===== src/rtl/ln_wdma_pkg.sv =====
// Shared widths, burst stride and FSM encoding for the LayerNorm write DMA.
package ln_wdma_pkg;

    localparam int TOUT          = 32;
    localparam int MAX_DAT_DW    = 16;
    localparam int AXI_BURST_LEN = 16;
    localparam int LOG2_BURST    = 4;
    localparam int LOG2_CH_DIV   = 8;
    localparam int LOG2_H        = 12;
    localparam int LOG2_W        = 12;
    localparam int OSTD_MAX_DEF  = 8;

    localparam int DAT_W     = TOUT * MAX_DAT_DW;
    localparam int ADDR_W    = 32;
    localparam int CMD_LEN_W = LOG2_BURST;
    localparam int REQ_PD_W  = LOG2_BURST + 2 * ADDR_W;
    localparam int WB_W      = LOG2_W - LOG2_BURST;

    // Byte distance between consecutive W bursts of one row.
    localparam logic [ADDR_W-1:0] BURST_BYTES = ADDR_W'(AXI_BURST_LEN * TOUT * MAX_DAT_DW / 8);

    typedef enum logic [1:0] {
        ST_IDLE,
        ST_CMD,
        ST_DATA,
        ST_WAIT_RSP
    } state_t;

endpackage


===== src/rtl/ln_wdma_addr_gen.sv =====
// Traversal counters (channel group innermost, then W burst, then H) producing
// the length and destination address of the current write command.
module ln_wdma_addr_gen
    import ln_wdma_pkg::*;
(
    input  logic                   clk,
    input  logic                   rst,
    input  logic                   clear,
    input  logic                   advance,
    input  logic [25:0]            surface_stride,
    input  logic [15:0]            line_stride,
    input  logic [LOG2_CH_DIV-1:0] ch_div,
    input  logic [LOG2_H-1:0]      h_out,
    input  logic [LOG2_W-1:0]      w_out,
    output logic [CMD_LEN_W-1:0]   cmd_len,
    output logic [ADDR_W-1:0]      cmd_addr,
    output logic                   last
);

    logic [LOG2_CH_DIV-1:0] ch_cnt_reg;
    logic [WB_W-1:0]        w_burst_cnt_reg;
    logic [LOG2_H-1:0]      h_cnt_reg;
    logic [ADDR_W-1:0]      ch_bias_reg;
    logic [ADDR_W-1:0]      h_bias_reg;
    logic [WB_W-1:0]        w_burst_max;
    logic                   ch_wrap;
    logic                   w_wrap;
    logic                   h_wrap;

    assign w_burst_max = WB_W'((w_out - LOG2_W'(1)) >> LOG2_BURST);
    assign ch_wrap     = (ch_cnt_reg == ch_div - LOG2_CH_DIV'(1));
    assign w_wrap      = (w_burst_cnt_reg == w_burst_max);
    assign h_wrap      = (h_cnt_reg == h_out - LOG2_H'(1));
    assign last        = ch_wrap && w_wrap && h_wrap;

    // The low bits of w_out minus one wrap to all-ones on an exact multiple.
    assign cmd_len  = w_wrap ? (w_out[CMD_LEN_W-1:0] - CMD_LEN_W'(1)) : '1;
    assign cmd_addr = ch_bias_reg + h_bias_reg + ADDR_W'(w_burst_cnt_reg) * BURST_BYTES;

    always_ff @(posedge clk) begin
        if (rst || clear) begin
            ch_cnt_reg      <= '0;
            w_burst_cnt_reg <= '0;
            h_cnt_reg       <= '0;
            ch_bias_reg     <= '0;
            h_bias_reg      <= '0;
        end else if (advance) begin
            if (ch_wrap) begin
                ch_cnt_reg  <= '0;
                ch_bias_reg <= '0;
                if (w_wrap) begin
                    w_burst_cnt_reg <= '0;
                    if (h_wrap) begin
                        h_cnt_reg  <= '0;
                        h_bias_reg <= '0;
                    end else begin
                        h_cnt_reg  <= h_cnt_reg + LOG2_H'(1);
                        h_bias_reg <= h_bias_reg + ADDR_W'(line_stride);
                    end
                end else begin
                    w_burst_cnt_reg <= w_burst_cnt_reg + WB_W'(1);
                end
            end else begin
                ch_cnt_reg  <= ch_cnt_reg + LOG2_CH_DIV'(1);
                ch_bias_reg <= ch_bias_reg + ADDR_W'(surface_stride);
            end
        end
    end

endmodule


===== src/rtl/ln_wdma.sv =====
// LayerNorm write DMA: issues burst write commands, forwards result beats to the
// MCIF and signals done once every outstanding write has been acknowledged.
module ln_wdma
    import ln_wdma_pkg::*;
#(
    parameter int OSTD_MAX = OSTD_MAX_DEF
)(
    input  logic                   clk,
    input  logic                   rst,
    input  logic                   start,
    input  logic [31:0]            base_addr,
    input  logic [25:0]            surface_stride,
    input  logic [15:0]            line_stride,
    input  logic [LOG2_CH_DIV-1:0] CH_out_div_Tout,
    input  logic [LOG2_H-1:0]      h_out,
    input  logic [LOG2_W-1:0]      w_out,
    input  logic                   ln_dat_vld,
    output logic                   ln_dat_rdy,
    input  logic [DAT_W-1:0]       ln_dat_pd,
    output logic                   LN2mcif_wr_req_vld,
    input  logic                   LN2mcif_wr_req_rdy,
    output logic [REQ_PD_W-1:0]    LN2mcif_wr_req_pd,
    output logic                   LN2mcif_wr_dat_vld,
    input  logic                   LN2mcif_wr_dat_rdy,
    output logic [DAT_W-1:0]       LN2mcif_wr_dat_pd,
    input  logic                   mcif2LN_wr_rsp_vld,
    output logic                   busy,
    output logic                   done
);

    localparam int OSTD_W = $clog2(OSTD_MAX) + 1;

    state_t                 state_reg, state_next;
    logic [CMD_LEN_W-1:0]   beat_cnt_reg, beat_cnt_next;
    logic [OSTD_W-1:0]      ostd_cnt_reg;
    logic [CMD_LEN_W-1:0]   cmd_len;
    logic [ADDR_W-1:0]      cmd_addr;
    logic                   ag_last;
    logic                   ag_advance;
    logic                   ag_clear;
    logic                   req_hs;
    logic                   rsp_take;

    ln_wdma_addr_gen u_addr_gen (
        .clk            (clk),
        .rst            (rst),
        .clear          (ag_clear),
        .advance        (ag_advance),
        .surface_stride (surface_stride),
        .line_stride    (line_stride),
        .ch_div         (CH_out_div_Tout),
        .h_out          (h_out),
        .w_out          (w_out),
        .cmd_len        (cmd_len),
        .cmd_addr       (cmd_addr),
        .last           (ag_last)
    );

    assign LN2mcif_wr_req_pd = {cmd_len, base_addr, cmd_addr};
    assign busy              = (state_reg != ST_IDLE);
    assign req_hs            = LN2mcif_wr_req_vld && LN2mcif_wr_req_rdy;
    assign rsp_take          = mcif2LN_wr_rsp_vld && (ostd_cnt_reg != '0);

    // Payload is a straight lane-by-lane pass-through; only valid/ready are gated.
    genvar gi;
    generate
        for (gi = 0; gi < TOUT; gi++) begin : g_lane
            assign LN2mcif_wr_dat_pd[gi*MAX_DAT_DW +: MAX_DAT_DW] = ln_dat_pd[gi*MAX_DAT_DW +: MAX_DAT_DW];
        end
    endgenerate

    always_comb begin
        state_next         = state_reg;
        beat_cnt_next      = beat_cnt_reg;
        LN2mcif_wr_req_vld = 1'b0;
        LN2mcif_wr_dat_vld = 1'b0;
        ln_dat_rdy         = 1'b0;
        ag_advance         = 1'b0;
        ag_clear           = 1'b0;
        done               = 1'b0;
        case (state_reg)
            ST_IDLE: begin
                if (start) begin
                    state_next = ST_CMD;
                    ag_clear   = 1'b1;
                end
            end
            ST_CMD: begin
                LN2mcif_wr_req_vld = (ostd_cnt_reg < OSTD_W'(OSTD_MAX));
                if (LN2mcif_wr_req_vld && LN2mcif_wr_req_rdy) begin
                    beat_cnt_next = '0;
                    state_next    = ST_DATA;
                end
            end
            ST_DATA: begin
                LN2mcif_wr_dat_vld = ln_dat_vld;
                ln_dat_rdy         = LN2mcif_wr_dat_rdy;
                if (ln_dat_vld && LN2mcif_wr_dat_rdy) begin
                    if (beat_cnt_reg == cmd_len) begin
                        ag_advance = 1'b1;
                        state_next = ag_last ? ST_WAIT_RSP : ST_CMD;
                    end else begin
                        beat_cnt_next = beat_cnt_reg + CMD_LEN_W'(1);
                    end
                end
            end
            ST_WAIT_RSP: begin
                if (ostd_cnt_reg == '0) begin
                    done       = 1'b1;
                    state_next = ST_IDLE;
                end
            end
            default: state_next = ST_IDLE;
        endcase
    end

    always_ff @(posedge clk) begin
        if (rst) begin
            state_reg    <= ST_IDLE;
            beat_cnt_reg <= '0;
            ostd_cnt_reg <= '0;
        end else begin
            state_reg    <= state_next;
            beat_cnt_reg <= beat_cnt_next;
            if (req_hs && !rsp_take) begin
                ostd_cnt_reg <= ostd_cnt_reg + OSTD_W'(1);
            end else if (!req_hs && rsp_take) begin
                ostd_cnt_reg <= ostd_cnt_reg - OSTD_W'(1);
            end
        end
    end

endmodule


===== config.mk =====
export PLATFORM = sky130hd
export DESIGN_NAME = ln_wdma
export DESIGN_NICKNAME = d
export VERILOG_FILES = /design/src/rtl/ln_wdma_pkg.sv /design/src/rtl/ln_wdma_addr_gen.sv /design/src/rtl/ln_wdma.sv
export SDC_FILE = /design/constraint.sdc
export NUM_CORES = 1
export LEC_CHECK = 0
export ABC_AREA = 1
export BUFFER_PORTS_ARGS = -buffer_cell sky130_fd_sc_hd__buf_4
export CAP_MARGIN = 25
export CORE_AREA = 3 3 465 467
export DETAILED_ROUTE_END_ITERATION = 8
export DIE_AREA = 0 0 468 470
export PLACE_DENSITY_LB_ADDON = 0.1
export SYNTH_ARGS = -nofsm -noshare
export SYNTH_HDL_FRONTEND = slang
export SYNTH_SLANG_ARGS = --single-unit

===== constraint.sdc =====
create_clock -name clk -period 4.2 [get_ports clk]
set_input_delay 0.84 -clock clk [delete_from_list [all_inputs] [get_ports clk]]
set_output_delay 0.84 -clock clk [all_outputs]
set_load 0.005 [all_outputs]

**Yosys cells after proc, flatten, opt, wreduce, memory -nomap -nowiden**

Cells that the tools add are included.

- Flip-flop bits (word level): 102
- Input bits: 625

- Add/subtract/negate cells: 14
- Magnitude comparators: 1
- Equal/unequal tests: 13
- Muxes and demuxes: 29
- Reductions and logical operators: 21

Operators by type and width:

| kind | number |
|---|---|
| 2-to-1 mux 32 bit | 2 |
| adder 32 x 16 -> 32 bit | 1 |
| adder 32 x 18 -> 32 bit | 1 |
| adder 32 x 26 -> 32 bit | 1 |
| adder 32 bit | 1 |
| 2-to-1 mux 4 bit | 6 |
| subtractor 12 x 1 -> 12 bit, second input constant | 2 |
| adder 8 x 1 -> 8 bit, second input constant | 2 |
| == test 8 bit | 2 |
| 2-to-1 mux 8 bit | 2 |
| adder 12 x 1 -> 12 bit, second input constant | 1 |
| == test 12 bit | 1 |
| 2-to-1 mux 12 bit | 1 |
| 2-to-1 mux 2 bit | 6 |
| != test 2 bit, second input constant | 6 |
| 2-to-1 mux 1 bit | 10 |
| adder 4 x 1 -> 4 bit, second input constant | 2 |
| logical AND 1 bit | 8 |
| case mux 2 bit (4 select lines) | 1 |
| case mux 4 bit (2 select lines) | 1 |
| subtractor 4 x 1 -> 4 bit, second input constant | 2 |
| subtractor 8 x 1 -> 8 bit, second input constant | 1 |
| nonzero test 2 bit | 3 |
| AND reduction 5 bit | 1 |
| 12 further kinds | 14 |

**Depth between registers and ports, before layout**

Gate-level depths: netlist of run 1.

- Word-level depth: 8
- Gate-level depth with buffers: 21

**Hierarchy**

Synthesis of run 1 repeated with hierarchy kept, for this count alone.

- Cells, all modules: 2468
- Area, all modules: 15675.0 µm²

Modules (own cells, without submodules):

| module | times used | cells each | area an instance (µm²) |
|---|---|---|---|
| ln_wdma_addr_gen | 1 | 1797 | 10814.1 |
| ln_wdma | 1 | 671 | 4860.9 |

**Worst setup path after synthesis of run 1**

Ideal clock, no wire load.

- Kind: register to output
- Start point: register u_addr_gen.w_burst_cnt_reg[2]
- End point: output LN2mcif_wr_req_pd[31]
- Arrival time: 2606 ps
- Path slack: 754 ps
- Stages on the path, launching flop included: 15
- Path buffers: 0
- Path through: dfxtp_1 > fa_1 > ha_1 > nand2_1 > nor2_1 > nand2_1 > nand2_1 > a31oi_1 > o21ai_0 > a31oi_1 > o21ai_0 > nand2_1 > nand2_1 > nand2_1 > nand2_1

- Longest elaborated chain between the ends: 1

RTL lines:

| element | line | RTL |
|---|---|---|
| from (decl) | ln_wdma_addr_gen.sv:21 | `logic [WB_W-1:0] w_burst_cnt_reg;` |
| from (signal assigned) | ln_wdma_addr_gen.sv:61 | `w_burst_cnt_reg <= w_burst_cnt_reg + WB_W'(1);` |
| adder 32 x 18 -> 32 bit | ln_wdma_addr_gen.sv:38 | `assign cmd_addr = ch_bias_reg + h_bias_reg + ADDR_W'(w_burst_cnt_reg) * BURST_BYTES;` |
| to (decl) | ln_wdma.sv:22 | `output logic [REQ_PD_W-1:0] LN2mcif_wr_req_pd,` |

Every way passes these cells.

**Final worst setup path of run 1**

- Start point: register u_addr_gen.ch_bias_reg[10]
- End point: output LN2mcif_wr_req_pd[26]

- Longest elaborated chain between the ends: 2

RTL lines:

| element | line | RTL |
|---|---|---|
| from (decl) | ln_wdma_addr_gen.sv:23 | `logic [ADDR_W-1:0] ch_bias_reg;` |
| from (signal assigned) | ln_wdma_addr_gen.sv:65 | `ch_bias_reg <= ch_bias_reg + ADDR_W'(surface_stride);` |
| adder 32 bit | ln_wdma_addr_gen.sv:38 |  |
| adder 32 x 18 -> 32 bit | ln_wdma_addr_gen.sv:38 |  |

Every way passes these cells.

==> key figures, run 1 <==
Critical path
  – Worst reg2reg path depth: 21
  – Max incr delay on CP: 0.52 ns
  – Max Fanout on Critical Path: 4
  – Worst Path Required: 3.36 ns
  – Worst Setup End Kind: primary output
  – Setup CP Type: flop to primary output
  – Critical-path cell list: fa_1 -> ha_4 -> buf_4 -> nand4_1 -> nor3_2 -> nand3_1 -> nand3_2 -> nand2_2 -> o211ai_1 -> buf_4 -> xor2_2 -> buf_4
  – FF-to-FF End: u_addr_gen.h_bias_reg[5]
  – Reg-to-Reg Start: u_addr_gen.w_burst_cnt_reg[0]
  – Most frequent CP cell: buf_4
  – Buf/Inv on CP: 3
  – Setup slack, reg-to-reg: 1.19 ns
  – Kind of start point of the critical path: flop
  – Worst Path Arrival: 3.15 ns
  – WP depth: 12
  – Crit-path slowest cell: fa_1
  – Family with the most delay on the worst path: adder cells

Yosys
  – Area share of the largest cell type after synthesis: 27.93%
  – Synthesized area per cell: 6.678 um2
  – List of most frequent post-synthesis cells: buf_4, nand2_1, nor2_1
  – Count leader, synth: buf_4
  – Top FF cell, synth: dfxtp_1
  – Synthesized net count: 2,956
  – Netlist Area Pre-Place: 14,790 um2
  – Sequential fraction of the synthesis area: 13.81%
  – Top cells by area, synth: buf_4, dfxtp_1, nand2_1, ha_1, a21oi_1
  – Synth Instances: 2,214
  – Asr flop ratio synth: 0%
  – Yosys reg bits: 102
  – Post-synth cell types: 49
  – Post-synth EDFFs: 0
  – YS warnings: 0
  – Area leader, netlist: buf_4

Floorplan
  – Num ports: 1,210
  – Core area: 212,100 um2
  – Die height: 470 um
  – Width of the die: 468 um
  – Starting density of the core: 6.971%
  – Die Area: 220,000 um2
  – Site Rows: 169

Clocking
  – CTS tree: done
  – Worst skew pair latency: 0.44 ns
  – Root buffer cell: clkbuf_16
  – # H-tree levels: 3
  – CTS Buf Count: 9
  – CTS Hold Buffers Added: 0
  – Clk buf depth: 2
  – Clk sinks: 102
  – Clock-pin slew on the worst setup and hold paths: 0.10 ns

Global route
  – Met3 Use GR: 5.823%
  – Total GRT Usage: 8.544%
  – Pin count of the biggest net entering global routing: 67
  – GRT met2 Usage: 14.57%
  – Wire length of the first global-routing pass: 126.0 mm
  – Vias in the first global route: 13.53k
  – Gr ovfl total: 0
  – Antenna violations before repair: 13
  – Routing usage on met1: 7.499%
  – Busiest grt layer: met2

STA
  – Fin. max-slew vios: 0
  – Slew headroom: 49.47%
  – Fmax: 250.4 MHz
  – Final setup viols: 0
  – Period minus WS final: 3.994 ns
  – Clock skew: 0.02097 ns
  – Slew of the pin with the lowest slew margin: 0.7525 ns
  – RSZ-0062 raised after global routing: yes
  – Final worst-path cycle share: 95.10%
  – Worst hold slack: 0.4906 ns
  – Final hold vios: 0

Placement
  – RD Place Congestion: 0.6988
  – Final HPWL from detailed placement: 85.13 mm
  – Input/output buffers: 121
  – Placed Instances: 4,646

Final layout
  – Final-stage net count: 2,587
  – FILL cells: 25.01k
  – Area grow syn2layout: 9.985%
  – Share of layout cells above drive strength 1: 18.59%
  – Final non-filler cell total: 4,673

Hold path
  – WHS Endpoint: u_addr_gen.h_bias_reg[1]
  – Hold Path Class: flop to flop
  – Hold-critical path depth: 2
  – HP Start: u_addr_gen.h_bias_reg[1]

Pwr
  – Cell Pwr Density: 163.8 nW/um2
  – Lkg Pwr: 6.141 nW
  – Max IR drop VDD: 0.1681 mV

Detailed routing
  – Via count: 12.26k
  – Via density: 2.623
  – Routed Antenna Nets: 0
  – WL final: 97.00 mm
  – WL/cell: 20.76 um
  – Initial DRC Count: 444
  – Number of remaining DRC errors: 0
  – Detailed Routing Iterations Pass 1: 6

Run
  – Max-cap viol count: 0

Run status
  – Outcome: finished clean
-- final cells by class --
type,instances,area (um2),area share (%)
antenna,2,5.005,0.03078
clock buffer,9,225.2,1.385
clock inverter,7,51.30,0.3155
inverter,161,604.3,3.716
multi-input combinational,1370,8169,50.23
sequential,102,2081,12.80
tap,2821,3530,21.71
timing repair buffer,201,1597,9.818
-- power by group --
part	internal, mW	switching (mW)
clock	0.405	0.540
sequential	0.995	0.0347
combinational	0.238	0.451
-- worst reg2reg max path, delay by kind of cell, from the launching register on --
kind	cells	cell delay (ns)
and+or+nand+nor	16	1.85
buffers and inverters	5	0.69
DFF	1	0.36
-- repair_timing --
action / in CTS / in global routing
buffers inserted: 4 / 6
setup endpoints to repair: 15 / 14
gates resized for setup: 40 / 53
pin swaps: 4 / 17
endpoints found under the hold margin: 0 / 0
-- metal layers --
layer  share of wire, %  vias to the layer above  wire length, um
met5               0.26                        -              248
met4                5.9                       20             5683
met3                 15                      314            14800
met2                 47                      590            45990
met1                 31                     5398            30280
li1                   -                     5933                -
-- cells by family (layout without fill, tap and decap cells) --
| family | after synthesis | in the layout | share of synthesized area [%] |
|---|---|---|---|
| buf+inv | 742 | 378 | 32.99 |
| xor+xnor | 117 | 117 | 6.931 |
| compound gates | 280 | 280 | 10.21 |
| other cells | 0 | 2 | 0 |
| fa+ha+maj | 117 | 117 | 10.51 |
| simple gates | 856 | 856 | 25.55 |
| flops | 102 | 102 | 13.81 |
-- how the worst max path moves through the flow --
stage,startpoint,end
detailed placement,u_addr_gen.h_bias_reg[1],LN2mcif_wr_req_pd[29]
global route,u_addr_gen.ch_bias_reg[10],LN2mcif_wr_req_pd[29]
finish,u_addr_gen.ch_bias_reg[10],LN2mcif_wr_req_pd[26]
CTS,u_addr_gen.ch_bias_reg[3],LN2mcif_wr_req_pd[30]
floorplan,u_addr_gen.w_burst_cnt_reg[2],LN2mcif_wr_req_pd[31]
global placement,u_addr_gen.w_burst_cnt_reg[1],LN2mcif_wr_req_pd[31]
-- layout by cell type (no fill, tap or decap), types with 7 or more instances in the layout --
master     Yosys  layout
nand2_1      387     376
buf_4        550     194
nor2_1       190     188
inv_1        156     155
a21oi_1      159     151
nand3_1      135     131
ha_1         105      94
dfxtp_1      102      79
xor2_1        79      77
o21ai_0       71      65
nand4_1       38      38
xnor2_1       38      38
nor3_1        39      35
or2_2         24      24
dfxtp_2        0      19
nand2_2        4      14
a31oi_1       15      12
fa_1          12      11
clkbuf_16      0       9
a21o_1         8       8
nor2_2         8       8
ha_2           0       8
a21oi_2        0       7
o211ai_1       7       7
nand3b_1       7       7
nor4_1         8       7
buf_12         0       7
-- per-stage QoR --
stage	worst slack [ns]	utilization, %	total power, mW	cell area [um2]	TNS, ns
2_1_floorplan	0.7535	-	1.866	14790	0
3_3_place_gp	0.1474	7.352	1.801	15590	0
3_5_place_dp	0.1881	7.352	1.784	15590	0
4_1_cts	-0.006330	7.569	2.821	16050	-0.006330
5_1_grt	-0.01911	7.665	2.907	16260	-0.01939
6_report	0.2057	7.668	2.664	16260	0
Note: power is estimated with default switching activity, not from simulation.
==> inputs of run 2 (changes only) <==
- CORE_AREA: 3 3 465 467 -> 3 3 477 479
- DIE_AREA: 0 0 468 470 -> 0 0 480 482
- clock period: 4.2 -> 5.19 ns (I/O delays scaled with it)
==> run 2 against run 1 <==
  * Wire length grew 3.0%
  * First-iteration DRC count shrank 0.90%
  * Critical path type unchanged
  * Worst setup slack gained 0.24 ns
  * Register-to-register slack gained 0.69 ns
  * Power shrank 13%
  * Clock skew grew 0.010 ns
  * Combinational power shrank 16%
  * Clock power shrank 4.0%
  * Count of clock-buffer cells in the layout is the same
==> key figures, run 2 (same netlist as run 1, synthesis figures left out) <==
Clocking
  – CTS Hold Buffers Added: 0 (unchanged)
  – Worst skew pair latency: 0.45 ns (was 0.44 ns)
  – Clock-pin slew on the worst setup and hold paths: 0.09 ns (was 0.10 ns)
  – Root buffer cell: clkbuf_16 (unchanged)
  – # H-tree levels: 3 (unchanged)
  – CTS Buf Count: 9 (unchanged)
  – Clk sinks: 102 (unchanged)
  – Post-CTS setup buffers: 0 (was 4)
  – CTS tree: done (unchanged)
  – Clk buf depth: 2 (unchanged)

Detailed routing
  – Via density: 2.527 (was 2.623)
  – WL/cell: 20.84 um (was 20.76 um)
  – Initial DRC Count: 440 (was 444)
  – Routed Antenna Nets: 0 (unchanged)
  – Detailed Routing Iterations Pass 1: 6 (unchanged)
  – Via count: 12.12k (was 12.26k)
  – WL final: 99.95 mm (was 97.00 mm)
  – Number of remaining DRC errors: 0 (unchanged)

STA
  – Final hold vios: 0 (unchanged)
  – Period minus WS final: 4.744 ns
  – RSZ-0062 raised after global routing: no (was yes)
  – Fmax: 210.8 MHz
  – Worst hold slack: 0.4996 ns (was 0.4906 ns)
  – Fin. max-slew vios: 0 (unchanged)
  – Slew of the pin with the lowest slew margin: 0.8348 ns (was 0.7525 ns)
  – Slew headroom: 43.76% (was 49.47%)
  – Clock skew: 0.03135 ns (was 0.02097 ns)
  – TNS Setup: 0 ns (unchanged)
  – Final worst-path cycle share: 91.42%
  – Final setup viols: 0 (unchanged)

Global route
  – Pin count of the biggest net entering global routing: 39 (was 67)
  – Met3 Use GR: 5.799% (was 5.823%)
  – Gr ovfl total: 0 (unchanged)
  – Routing usage on met1: 6.878% (was 7.499%)
  – Wire length of the first global-routing pass: 128.3 mm (was 126.0 mm)
  – Busiest grt layer: met2 (unchanged)
  – GRT met2 Usage: 14.86% (was 14.57%)
  – Total GRT Usage: 8.397% (was 8.544%)
  – Vias in the first global route: 13.14k (was 13.53k)
  – Antenna violations before repair: 21 (was 13)

Placement
  – Post-DP Area: 15,450 um2 (was 15,590 um2)
  – RD Place Congestion: 0.6939 (was 0.6988)
  – Input/output buffers: 121 (unchanged)
  – Final HPWL from detailed placement: 88.04 mm (was 85.13 mm)

Critical path
  – Setup CP Type: flop to primary output (unchanged)
  – Max Fanout on Critical Path: 6 (was 4)
  – Worst Path Required: 4.15 ns (was 3.36 ns)
  – Worst Path Arrival: 3.71 ns (was 3.15 ns)
  – Kind of start point of the critical path: flop (unchanged)
  – Worst Setup End Kind: primary output (unchanged)

Run status
  – Outcome: finished clean (unchanged)

Final layout
  – Most frequent cells in the layout: nand2_1, nor2_1, a21oi_1, inv_1, buf_4 (was nand2_1, buf_4, nor2_1, inv_1, a21oi_1)
  – Share of layout cells above drive strength 1: 12.37% (was 18.59%)
  – Final-stage net count: 2,540 (was 2,587)
  – Design area: 15,790 um2 (was 16,260 um2)
  – Most common cell after layout, fill and taps aside: nand2_1 (unchanged)
  – Area grow syn2layout: 6.761% (was 9.985%)
  – FILL cells: 26.47k (was 25.01k)

Hold path
  – Hold Path Class: flop to flop (unchanged)

Floorplan
  – Die Area: 231,400 um2 (was 220,000 um2)
  – Starting density of the core: 6.600% (was 6.971%)
  – Die height: 482 um (was 470 um)
  – Core area: 224,000 um2 (was 212,100 um2)
  – Width of the die: 480 um (was 468 um)
  – Num ports: 1,210 (unchanged)
  – Site Rows: 174 (was 169)

Pwr
  – Max IR drop VDD: 0.1728 mV (was 0.1681 mV)
  – Final Total Pwr: 2.317 mW (was 2.664 mW)
  – Lkg Pwr: 5.851 nW (was 6.141 nW)
  – Cell Pwr Density: 146.8 nW/um2 (was 163.8 nW/um2)

Run
  – Max-cap viol count: 0 (unchanged)
run 2: cell count changes in the layout (fill, tap and decap cells not counted), moves of 8 or more:
cell,delta
buf_4,-41
dfxtp_1,+23
dfxtp_2,-19
ha_1,+11
nand2_1,+11
nand2_2,-10
a21oi_1,+8
ha_2,-8
run 2: routing by layer:
metal | vias up | wire, um
met5 | - | 41
met4 | 6 | 6107
met3 | 320 | 15060
met2 | 605 | 49270
met1 | 5348 | 29470
li1 | 5842 | -
run 2: final timing paths:
check        slack [ns]                     startpoint  depth (start not counted)                        end
max reg2reg        1.88  u_addr_gen.w_burst_cnt_reg[5]                         15  u_addr_gen.h_bias_reg[12]
max                0.45  u_addr_gen.w_burst_cnt_reg[7]                         11      LN2mcif_wr_req_pd[28]
min                0.50       u_addr_gen.h_bias_reg[8]                          2   u_addr_gen.h_bias_reg[8]
min reg2reg        0.50       u_addr_gen.h_bias_reg[8]                          2   u_addr_gen.h_bias_reg[8]
run 2: worst max-delay path, cell delays in order, from the launching register on:
cell      delay (ns)
dfxtp_1         0.60
fa_1            0.50
ha_1            0.44
nand2_1         0.15
nor4_1          0.46
nand4_1         0.17
nand3_1         0.24
nand2_1         0.08
o211ai_1        0.17
a21oi_1         0.13
xor2_1          0.19
buf_4           0.14
run 2: cell type report:
cell class	instances	area, um2	share of cell area (%)
antenna	2	5.005	0.03171
inverter	161	604.3	3.828
multi-input combinational	1370	7891	49.99
clock inverter	7	105.1	0.6658
clock buffer	9	225.2	1.427
timing repair buffer	154	1169	7.403
sequential	102	2042	12.94
tap	2992	3744	23.72
run 2: through the flow:
step | util [%] | worst slack, ns | std cells
finish | 7.046 | 0.4455 | 4797
global route | 7.045 | 0.01253 | 4796
CTS | 7.044 | 0.1254 | 4795
detailed placement | 6.895 | 0.2222 | 4779
global placement | 6.895 | 0.1419 | 4779
floorplan | - | 1.546 | 2214
run 2: report_power, final:
part | total, mW | switching (mW) | internal (mW)
logic | 0.576 | 0.385 | 0.191
clock network | 0.906 | 0.474 | 0.432
registers | 0.836 | 0.0281 | 0.808
run 2: what timing repair did:
action,4_1_cts,5_1_grt
gates resized for setup,2,1
pin swaps,0,0
endpoints found under the setup margin,3,2
==> inputs of run 3 (changes only) <==
- ABC_AREA: 1 -> not set
- CORE_AREA: 3 3 477 479 -> 3 3 476 478
- DIE_AREA: 0 0 480 482 -> 0 0 479 481
==> run 3 against run 2 <==
  * Maximum frequency shrank 3.5%
  * Worst hold slack worse by 0.0095 ns
  * Clock skew barely moved
  * Via count down 18%
  * Sequential share of layout area increased by 1.0 points
  * Synthesized cell count decreased by 23%
  * Critical path depth up 5
  * Utilization fell by 0.45 points
  * Worst setup slack worse by 0.17 ns
  * First-iteration DRC count fell by 8.4%
==> key figures, run 3 <==
Detailed routing
  – WL/cell: 18.91 um (was 20.84 um)
  – Detailed Routing Iterations Pass 1: 4 (was 6)
  – Routed Antenna Nets: 0 (unchanged)
  – Via density: 2.319 (was 2.527)
  – Initial DRC Count: 403 (was 440)
  – Via count: 9,992 (was 12.12k)
  – Number of remaining DRC errors: 0 (unchanged)
  – WL final: 81.46 mm (was 99.95 mm)

Floorplan
  – Site Rows: 173 (was 174)
  – Die height: 481 um (was 482 um)
  – Num ports: 1,210 (unchanged)
  – Starting density of the core: 5.980% (was 6.600%)
  – Die Area: 230,400 um2 (was 231,400 um2)
  – Core area: 222,300 um2 (was 224,000 um2)
  – Width of the die: 479 um (was 480 um)

Critical path
  – Worst Path Required: 4.15 ns (about the same)
  – Max Fanout on Critical Path: 3 (was 6)
  – Reg-to-Reg Start: u_addr_gen.ch_bias_reg[1] (was u_addr_gen.w_burst_cnt_reg[5])
  – Family with the most delay on the worst path: compound AO/OA/AOI/OAI gates (was simple AND/OR/NAND/NOR gates)
  – FF-to-FF End: u_addr_gen.ch_bias_reg[31] (was u_addr_gen.h_bias_reg[12])
  – Buf/Inv on CP: 4 (was 1)
  – Worst Setup End Kind: primary output (unchanged)
  – Worst reg2reg path depth: 13 (was 15)
  – Crit-path slowest cell: fa_2 (was dfxtp_1)
  – WP depth: 16 (was 11)
  – Setup CP Type: flop to primary output (unchanged)
  – Most frequent CP cell: buf_4 (was nand2_1)
  – Critical-path cell list: ha_1 -> ha_2 -> fa_2 -> a211oi_4 -> o21ai_2 -> a31o_4 -> o211ai_1 -> buf_4 -> o21ai_2 -> a21o_1 -> a41oi_2 -> buf_4 -> nor2b_4 -> xnor2_4 -> buf_6 -> buf_4 (was fa_1 -> ha_1 -> nand2_1 -> nor4_1 -> nand4_1 -> nand3_1 -> nand2_1 -> o211ai_1 -> a21oi_1 -> xor2_1 -> buf_4)
  – Setup slack, reg-to-reg: 1.39 ns (was 1.88 ns)
  – Worst Path Arrival: 3.88 ns (was 3.71 ns)
  – Kind of start point of the critical path: flop (unchanged)
  – Max incr delay on CP: 0.41 ns (was 0.60 ns)

Yosys
  – List of most frequent post-synthesis cells: buf_4, a21oi_1, nand2_1 (was buf_4, nand2_1, nor2_1)
  – Synthesized net count: 2,455 (was 2,956)
  – Post-synth cell types: 67 (was 49)
  – Asr flop ratio synth: 0% (unchanged)
  – Top cells by area, synth: buf_4, dfxtp_1, ha_1, xnor2_1, a21oi_1 (was buf_4, dfxtp_1, nand2_1, ha_1, a21oi_1)
  – Yosys reg bits: 102 (unchanged)
  – Area share of the largest cell type after synthesis: 30.72% (was 27.93%)
  – Count leader, synth: buf_4 (unchanged)
  – Sequential fraction of the synthesis area: 15.36% (was 13.81%)
  – Netlist Area Pre-Place: 13,290 um2 (was 14,790 um2)
  – Synth Instances: 1,713 (was 2,214)
  – Synthesized area per cell: 7.761 um2 (was 6.678 um2)
  – Area leader, netlist: buf_4 (unchanged)
  – Post-synth EDFFs: 0 (unchanged)
  – Top FF cell, synth: dfxtp_1 (unchanged)
  – YS warnings: 0 (unchanged)

Hold path
  – HP Start: u_addr_gen.ch_bias_reg[2] (was u_addr_gen.h_bias_reg[8])
  – Hold Path Class: flop to flop (unchanged)
  – WHS Endpoint: u_addr_gen.ch_bias_reg[2] (was u_addr_gen.h_bias_reg[8])
  – Hold-critical path depth: 2 (unchanged)

Pwr
  – Final Total Pwr: 2.048 mW (was 2.317 mW)
  – Max IR drop VDD: 0.2004 mV (was 0.1728 mV)
  – Lkg Pwr: 5.044 nW (was 5.851 nW)
  – Cell Pwr Density: 139.6 nW/um2 (was 146.8 nW/um2)

STA
  – Final hold vios: 0 (unchanged)
  – Clock skew: 0.03127 ns (was 0.03135 ns)
  – Final setup viols: 0 (unchanged)
  – Slew headroom: 41.49% (was 43.76%)
  – Fmax: 203.4 MHz (was 210.8 MHz)
  – Fin. max-slew vios: 0 (unchanged)
  – Slew of the pin with the lowest slew margin: 0.8724 ns (was 0.8348 ns)
  – RSZ-0062 raised after global routing: no (unchanged)
  – Period minus WS final: 4.917 ns (was 4.744 ns)
  – TNS Setup: 0 ns (unchanged)
  – Worst hold slack: 0.4901 ns (was 0.4996 ns)
  – Final worst-path cycle share: 94.75% (was 91.42%)
  – Worst setup margin: 0.2727 ns (was 0.4455 ns)

Final layout
  – Fin util: 6.601% (was 7.046%)
  – FILL cells: 26.22k (was 26.47k)
  – Storage cell area: 2044 um2 (was 2042 um2)
  – Most frequent cells in the layout: buf_4, a21oi_1, nand2_1, ha_1, dfxtp_1 (was nand2_1, nor2_1, a21oi_1, inv_1, buf_4)
  – Area grow syn2layout: 10.38% (was 6.761%)
  – Share of layout cells above drive strength 1: 17.62% (was 12.37%)
  – N_diodes: 0 (was 2)
  – Most common cell after layout, fill and taps aside: buf_4 (was nand2_1)
  – Final-stage net count: 2,071 (was 2,540)
  – Area of the multi-input gates: 7051 um2 (was 7891 um2)

Clocking
  – Clk sinks: 102 (unchanged)
  – CTS Buf Count: 9 (unchanged)
  – CTS Hold Buffers Added: 0 (unchanged)
  – Worst skew pair latency: 0.43 ns (was 0.45 ns)
  – Root buffer cell: clkbuf_16 (unchanged)
  – Clk buf depth: 2 (unchanged)
  – # H-tree levels: 3 (unchanged)
  – CTS tree: done (unchanged)
  – Clock-pin slew on the worst setup and hold paths: 0.07 ns (was 0.09 ns)

Global route
  – Total GRT Usage: 6.789% (was 8.397%)
  – Antenna violations before repair: 12 (was 21)
  – Wire length of the first global-routing pass: 104.5 mm (was 128.3 mm)
  – Gr ovfl total: 0 (unchanged)
  – Vias in the first global route: 10.72k (was 13.14k)
  – Pin count of the biggest net entering global routing: 45 (was 39)

Placement
  – RD Place Congestion: 0.6378 (was 0.6939)
  – Dpl ws: -0.09224 ns (was 0.2222 ns)
  – Final HPWL from detailed placement: 70.94 mm (was 88.04 mm)
  – Input/output buffers: 121 (unchanged)

Run
  – Max-cap viol count: 0 (unchanged)

Run status
  – Outcome: finished clean (unchanged)
[run 3: changes by cell type after synthesis, sizes merged, moves of 27 or more]
| cell | delta |
|---|---|
| nand2 | -274 |
| inv | -133 |
| nor2 | -117 |
| nand3 | -85 |
| xnor2 | +45 |
| a21oi | -35 |
| or3 | +33 |
| xor2 | -27 |
[run 3: final cells by class]
type / instances / share of cell area, %
inverter: 26 / 0.6651
clock buffer: 9 / 1.535
multi-input combinational: 1007 / 48.05
tap: 2975 / 25.37
sequential: 102 / 13.93
clock inverter: 7 / 0.5883
timing repair buffer: 183 / 9.865
[run 3: worst max-delay path by stage]
stage,from,endpoint,slack (ns)
5_1_grt,u_addr_gen.h_bias_reg[1],LN2mcif_wr_req_pd[27],0.0008
4_1_cts,u_addr_gen.h_bias_reg[1],LN2mcif_wr_req_pd[27],-0.07
3_5_place_dp,u_addr_gen.h_bias_reg[1],LN2mcif_wr_req_pd[27],-0.09
3_3_place_gp,u_addr_gen.h_bias_reg[1],LN2mcif_wr_req_pd[27],-0.13
2_1_floorplan,w_out[0],u_addr_gen.ch_bias_reg[31],0.67
6_report,u_addr_gen.h_bias_reg[1],LN2mcif_wr_req_pd[27],0.27
[run 3: cells by family after synthesis]
kind of cell,count (synthesis),share of synthesized area (%)
adders and majority gates,117,11.69
DFF,102,15.36
buffers and inverters,604,32.44
xor gates and xnor gates,135,8.894
muxes,7,0.5365
AOI/OAI and AO/OA,307,14.30
and+or+nand+nor,441,16.78
[run 3: per-stage QoR]
| stage | area (um2) | std cells |
|---|---|---|
| 6_report | 14670 | 4309 |
| 5_1_grt | 14670 | 4309 |
| 4_1_cts | 14600 | 4307 |
| 3_5_place_dp | 14240 | 4289 |
| 3_3_place_gp | 14220 | 4288 |
| 2_1_floorplan | 13290 | 1713 |
[run 3: metal layers]
layer / up-vias / wire (um) / global-route usage, %
met3: 381 / 12390 / 4.737
li1: 4595 / - / -
met2: 616 / 35790 / 10.50
met4: 24 / 6864 / 5.193
met5: - / 257 / 0.4143
met1: 4376 / 26170 / 6.188
[run 3: timing repair]
action	CTS	global route
buffers inserted	2	2
hold endpoints to repair	0	0
resized for setup	11	12
pin swaps	2	6
setup endpoints to repair	8	5
[run 3: where the power goes]
part / leakage, nW / internal (mW) / switching (mW)
registers: 0.823 / 0.800 / 0.0248
logic: 4.07 / 0.181 / 0.244
clock network: 0.151 / 0.347 / 0.451
total: 5.04 / 1.33 / 0.720
[run 3: worst register-to-register path, stage by stage (launching register included)]
cell,delay (ns)
dfxtp_1,0.32
buf_4,0.15
ha_1,0.29
a211oi_1,0.39
o21ai_0,0.28
a41oi_1,0.40
o21ai_0,0.15
buf_4,0.18
o21ai_0,0.24
buf_4,0.17
a311oi_1,0.13
a211oi_1,0.75
or4_1,0.22
a21oi_1,0.06
